File: config.mk
export PLATFORM = sky130hd
export DESIGN_NAME = uart_rx_core
export DESIGN_NICKNAME = d
export VERILOG_FILES = /design/src/rtl/uart_rx_core.sv
export SDC_FILE = /design/constraint.sdc
export NUM_CORES = 1
export LEC_CHECK = 0
export CORE_UTILIZATION = 35
export DETAILED_ROUTE_END_ITERATION = 10
export PLACE_DENSITY = 0.56
export SETUP_SLACK_MARGIN = 0.4
export SKIP_CTS_REPAIR_TIMING = 1
export SYNTH_ARGS = -nofsm -noshare
export SYNTH_HDL_FRONTEND = slang
export SYNTH_SLANG_ARGS = --single-unit
File: constraint.sdc
create_clock -name clk -period 5.8 [get_ports clk]
set_input_delay 1.16 -clock clk [delete_from_list [all_inputs] [get_ports clk]]
set_output_delay 1.16 -clock clk [all_outputs]
set_load 0.005 [all_outputs]
File: src/rtl/uart_rx_core.sv
// uart_rx_core: UART receive engine. Synchronises and oversamples rxd,
// majority-votes each bit and deserialises 8N1 frames (8E1 when the
// UART_RX_PARITY_EN macro is defined), LSB first.
// Ports:
//   clk, rst     - system clock, synchronous active-high reset
//   rxd          - asynchronous serial line, idle high
//   rx_full      - downstream FIFO full
//   rx_data      - last accepted byte
//   rx_valid     - one-cycle FIFO write strobe
//   frame_err    - one-cycle pulse, stop bit sampled low
//   overrun_err  - one-cycle pulse, good byte dropped (rx_full=1)
//   parity_err   - one-cycle pulse, parity mismatch (0 without macro)
//   busy         - high whenever the receiver is not idle
module uart_rx_core #(
    parameter int CLK_DIV = 65,
    parameter int OVS     = 16
) (
    input  logic       clk,
    input  logic       rst,
    input  logic       rxd,
    input  logic       rx_full,
    output logic [7:0] rx_data,
    output logic       rx_valid,
    output logic       frame_err,
    output logic       overrun_err,
    output logic       parity_err,
    output logic       busy
);

    localparam int TW = (CLK_DIV > 1) ? $clog2(CLK_DIV) : 1;
    localparam int SW = $clog2(OVS);

    localparam logic [TW-1:0] TICK_LAST = TW'(CLK_DIV - 1);
    localparam logic [SW-1:0] S_LAST    = SW'(OVS - 1);
    localparam logic [SW-1:0] S_V0      = SW'(OVS / 2 - 1);
    localparam logic [SW-1:0] S_V1      = SW'(OVS / 2);
    localparam logic [SW-1:0] S_V2      = SW'(OVS / 2 + 1);

    typedef enum logic [2:0] {
        S_IDLE,
        S_START,
        S_DATA,
`ifdef UART_RX_PARITY_EN
        S_PARITY,
`endif
        S_STOP
    } state_t;

    state_t state;
    state_t state_next;

    logic          sync1;
    logic          rxs;
    logic [TW-1:0] tick_cnt;
    logic [SW-1:0] samp_cnt;
    logic [2:0]    bit_idx;
    logic [7:0]    shreg;
    logic          smp0;
    logic          smp1;
    logic          armed;

    logic tick;
    logic vote;
    logic at_res;
    logic at_end;
    logic start_det;
    logic shift_en;
    logic bit_inc;
    logic done;

`ifdef UART_RX_PARITY_EN
    logic par_bit;
    logic par_cap;
`endif

    assign tick   = (state != S_IDLE) && (tick_cnt == TICK_LAST);
    // Third sample is the live rxs on the resolving tick
    assign vote   = (smp0 & smp1) | (smp0 & rxs) | (smp1 & rxs);
    assign at_res = tick && (samp_cnt == S_V2);
    assign at_end = tick && (samp_cnt == S_LAST);
    assign busy   = (state != S_IDLE);

    always_ff @(posedge clk) begin
        if (rst) begin
            state <= S_IDLE;
        end else begin
            state <= state_next;
        end
    end

    always_comb begin
        state_next = state;
        start_det  = 1'b0;
        shift_en   = 1'b0;
        bit_inc    = 1'b0;
        done       = 1'b0;
`ifdef UART_RX_PARITY_EN
        par_cap    = 1'b0;
`endif
        unique case (state)
            S_IDLE: begin
                // armed: the line was seen high, so this is a real 1->0 edge
                if (armed && !rxs) begin
                    start_det  = 1'b1;
                    state_next = S_START;
                end
            end
            S_START: begin
                if (at_res && vote) begin
                    state_next = S_IDLE;
                end else if (at_end) begin
                    state_next = S_DATA;
                end
            end
            S_DATA: begin
                shift_en = at_res;
                if (at_end) begin
                    if (bit_idx == 3'd7) begin
`ifdef UART_RX_PARITY_EN
                        state_next = S_PARITY;
`else
                        state_next = S_STOP;
`endif
                    end else begin
                        bit_inc = 1'b1;
                    end
                end
            end
`ifdef UART_RX_PARITY_EN
            S_PARITY: begin
                par_cap = at_res;
                if (at_end) begin
                    state_next = S_STOP;
                end
            end
`endif
            S_STOP: begin
                // Leave mid stop bit so the next start edge is not missed
                if (at_res) begin
                    done       = 1'b1;
                    state_next = S_IDLE;
                end
            end
            default: begin
                state_next = S_IDLE;
            end
        endcase
    end

    always_ff @(posedge clk) begin
        if (rst) begin
            sync1       <= 1'b1;
            rxs         <= 1'b1;
            tick_cnt    <= '0;
            samp_cnt    <= '0;
            bit_idx     <= '0;
            shreg       <= '0;
            smp0        <= 1'b0;
            smp1        <= 1'b0;
            armed       <= 1'b0;
            rx_data     <= 8'h00;
            rx_valid    <= 1'b0;
            frame_err   <= 1'b0;
            overrun_err <= 1'b0;
`ifdef UART_RX_PARITY_EN
            par_bit     <= 1'b0;
            parity_err  <= 1'b0;
`endif
        end else begin
            sync1       <= rxd;
            rxs         <= sync1;
            rx_valid    <= 1'b0;
            frame_err   <= 1'b0;
            overrun_err <= 1'b0;
`ifdef UART_RX_PARITY_EN
            parity_err  <= 1'b0;
`endif
            if (state == S_IDLE) begin
                tick_cnt <= '0;
                samp_cnt <= '0;
                bit_idx  <= '0;
                armed    <= start_det ? 1'b0 : (armed | rxs);
            end else begin
                armed    <= 1'b0;
                tick_cnt <= tick ? '0 : tick_cnt + 1'b1;
                if (tick) begin
                    samp_cnt <= (samp_cnt == S_LAST) ? '0
                              : samp_cnt + 1'b1;
                end
            end
            if (tick && samp_cnt == S_V0) begin
                smp0 <= rxs;
            end
            if (tick && samp_cnt == S_V1) begin
                smp1 <= rxs;
            end
            if (bit_inc) begin
                bit_idx <= bit_idx + 1'b1;
            end
            if (shift_en) begin
                shreg <= {vote, shreg[7:1]};
            end
`ifdef UART_RX_PARITY_EN
            if (par_cap) begin
                par_bit <= vote;
            end
`endif
            if (done) begin
                if (!vote) begin
                    frame_err <= 1'b1;
`ifdef UART_RX_PARITY_EN
                end else if (par_bit != ^shreg) begin
                    parity_err <= 1'b1;
`endif
                end else if (rx_full) begin
                    overrun_err <= 1'b1;
                end else begin
                    rx_data  <= shreg;
                    rx_valid <= 1'b1;
                end
            end
        end
    end

`ifndef UART_RX_PARITY_EN
    assign parity_err = 1'b0;
`endif

endmodule

==> out/qor.json <==
{
  "first_pass_iters": 4,
  "netlist-cell-type-count": 41,
  "multi_input_area_um2": 929.6,
  "max-vdd-ir-drop_uv": 95.23,
  "min_path_type": "flop to flop",
  "cts_buffers": 5,
  "crit-reg2reg-launch": "tick_cnt[0]",
  "pwr_density_cell_nw_per_um2": 231.5,
  "synth-main-ff-cell": "dfxtp_1",
  "detail_route.vias_per_cell": 4.996,
  "syn2layout_area_growth_pct": 15.66,
  "number_of_global_route_vias_before_repair": 1174,
  "switching_power_uw": 106.7,
  "setup.worst_path.end": "busy",
  "total_leakage_power_nw": 0.6826,
  "top_cell_type_s_share_of_synthesized_area_pct": 44.35,
  "syn-num-nets": 202,
  "cts-root-to-sink-buffers": 2,
  "period_share_pct": 50.29,
  "antenna_violations_before_repair": 0,
  "cts.htree.levels": 2,
  "design_power_total_uw": 483.5,
  "max-cap-violations": 0,
  "route.antenna.remaining_nets": 0,
  "layout.core_utilization_pct": 43.07,
  "finalMaxSlewViolations": 0,
  "all_layer_global_routing_usage_pct": 13.97,
  "power_frac_clock_pct": 40.4,
  "synth.area.top_cells": "dfxtp_1, mux2i_1, nor2_1",
  "crit_path_start": "state[1]",
  "std_cell_rows": 25,
  "place.gp.congestion": 0.7059,
  "finalClockSkew_ns": 0.009392,
  "detailroute.via_count": 1359,
  "gr-total-overflow": 0,
  "cp_data_required_time_ns": 4.64,
  "dp_hpwl_um": 2378,
  "io_buffers": 15,
  "post_route_cells_drive_above_1_share_pct": 10.73,
  "synth.cell_area_um2": 1805,
  "drt_iter0_markers": 122,
  "worst_slew_margin_rel_pct": 35.96,
  "wl_um": 3420,
  "core-area_um2": 4848,
  "setup.worst_path.class": "flop to output port",
  "final_common_cell": "dfxtp_1",
  "chipHeight_um": 73.82,
  "die_x_um": 73.82,
  "floorplan.die_area_um2": 5449,
  "worst-r2r-cell-count": 6,
  "worst-slew-pin-transition_ns": 0.9585,
  "finalSetupViolCount": 0,
  "clk_pin_slew_ns": 0.08,
  "power.share.switching_pct": 22.06,
  "pin_count_of_the_biggest_net_entering_global_routing": 32,
  "cts_tree": "yes",
  "synth_seq_cells": 40,
  "worst_hold_slack_ns": 0.4142,
  "initial_core_util_pct": 37.24,
  "fin_tns_setup_ns": 0,
  "layout.nets": 215,
  "end_kind": "output port",
  "period_needed_ns": 2.917,
  "grt_pass1_wl_um": 5733,
  "synth-warning-count": 0,
  "timing.critical_path.from_type": "flop",
  "detail_route.wl_per_cell_um": 12.57,
  "leading_area_contributor_after_synthesis": "dfxtp_1",
  "count_of_endpoints_failing_hold_in_the_final_timing_report": 0,
  "grt_setup_unrepaired": "false",
  "max_freq_mhz": 342.8,
  "tritoncts_num_sinks": 40,
  "insertedDiodeCount": 0,
  "layout.area.seq_um2": 800.8,
  "rr_endpoint": "shreg[7]",
  "drc_errors": 0,
  "run_status": "complete, no violations",
  "arrival_ns": 1.76,
  "insertion_delay_ns": 0.29,
  "io-pin-count": 17,
  "cell_internal_pwr_uw": 376.8,
  "synth_cells": 191,
  "p_comb_share_pct": 2.3,
  "syn_area_per_cell_um2": 9.453,
  "power_frac_seq_pct": 57.3,
  "ctsRootBufferMaster": "clkbuf_8",
  "mostFrequentLayoutCells": "dfxtp_1, nor2_1, clkdlybuf4s50_1",
  "synth_edf_count": 0,
  "worst_hold_path.num_cells": 1,
  "sequential_share_of_the_synthesized_area_pct": 44.35,
  "regToRegSetupSlack_ns": 3.58,
  "critical_path.max_fanout": 9,
  "asyncSetResetFlopFracSynth_pct": 0,
  "final.fill_count": 499
}
## registers in the layout, summed over array words and instances, names as in the netlist
signal and flops:
tick_cnt 7, rx_data 8, rx_valid 1, armed 1, bit_idx 3, frame_err 1, smp1 1, state 2
rxs 1, overrun_err 1, shreg 8, samp_cnt 4, sync1 1, smp0 1
## per-layer routing
| metal | wire length (µm) | part of all wire [%] | global-route usage (%) |
|---|---|---|---|
| met1 | 1879 | 55 | 20.72 |
| met2 | 1375 | 40 | 18.76 |
| met3 | 124 | 3.6 | 4.115 |
| met4 | 40 | 1.2 | 5.128 |
| met5 | 0 | 0 | 0 |
## how the worst min path moves through the flow
| stage | start | end | slack [ns] |
|---|---|---|---|
| after detailed placement | sync1 | rxs | 0.40 |
| after floorplan | sync1 | rxs | 0.39 |
| after global routing | sync1 | rxs | 0.44 |
| after CTS | sync1 | rxs | 0.42 |
| final | sync1 | rxs | 0.41 |
| after global placement | sync1 | rxs | 0.39 |
## power groups by stage
| stage | Clock (mW) | Sequential, mW | Combinational [mW] |
|---|---|---|---|
| 2_1_floorplan | 0 | 0.283 | 0.00768 |
| 3_3_place_gp | 0 | 0.284 | 0.0114 |
| 3_5_place_dp | 0 | 0.284 | 0.0112 |
| 4_1_cts | 0.204 | 0.277 | 0.0113 |
| 5_1_grt | 0.217 | 0.277 | 0.0122 |
| 6_report | 0.195 | 0.277 | 0.0112 |
## cell families after synthesis
| group | synth area share (%) |
|---|---|
| simple gates | 25.99 |
| fa+ha+maj | 5.405 |
| flops | 44.35 |
| other cells | 0.2077 |
| compound gates | 8.455 |
| buf+inv | 4.158 |
| xor+xnor | 3.396 |
| mux | 8.038 |
## cells in the mapped netlist (2+ instances only)
cell type  number
a21oi_1        11
buf_6           2
clkbuf_1        6
dfxtp_1        40
ha_1            7
inv_1           5
mux2i_1        13
nand2_1         8
nand2b_1        4
nand3_1        12
nand4b_1        2
nor2_1         26
nor2b_1         3
nor3_1          3
nor3b_1         2
nor4_1          3
nor4_2          2
nor4_4          2
o21ai_0        10
or2_2           3
or4_4           2
xnor2_1         4
xor2_1          3
## metrics by stage
stage | worst slack [ns] | instance area, µm² | instances
finish | 2.883 | 2088 | 272
global route | 2.832 | 2088 | 272
CTS | 2.915 | 2088 | 272
detailed placement | 3.013 | 1991 | 264
global placement | 3.026 | 1991 | 264
floorplan | 3.700 | 1805 | 191
## worst max-delay path, cell delays in order, from the launching register on
cell	delay [ns]
dfxtp_1	0.40
nor2_1	0.45
inv_1	0.15
clkdlybuf4s50_1	0.47
## layout make-up
cell class                      instances  share of cell area, %
Timing Repair Buffer                   16                  7.549
Inverter                                5                 0.8987
Sequential cell                        40                  38.35
Tap cell                               67                  4.014
Clock buffer                            6                  3.954
Clock inverter                          2                 0.7190
Multi-Input combinational cell        136                  44.52
Power figures use the tool's default switching activity.
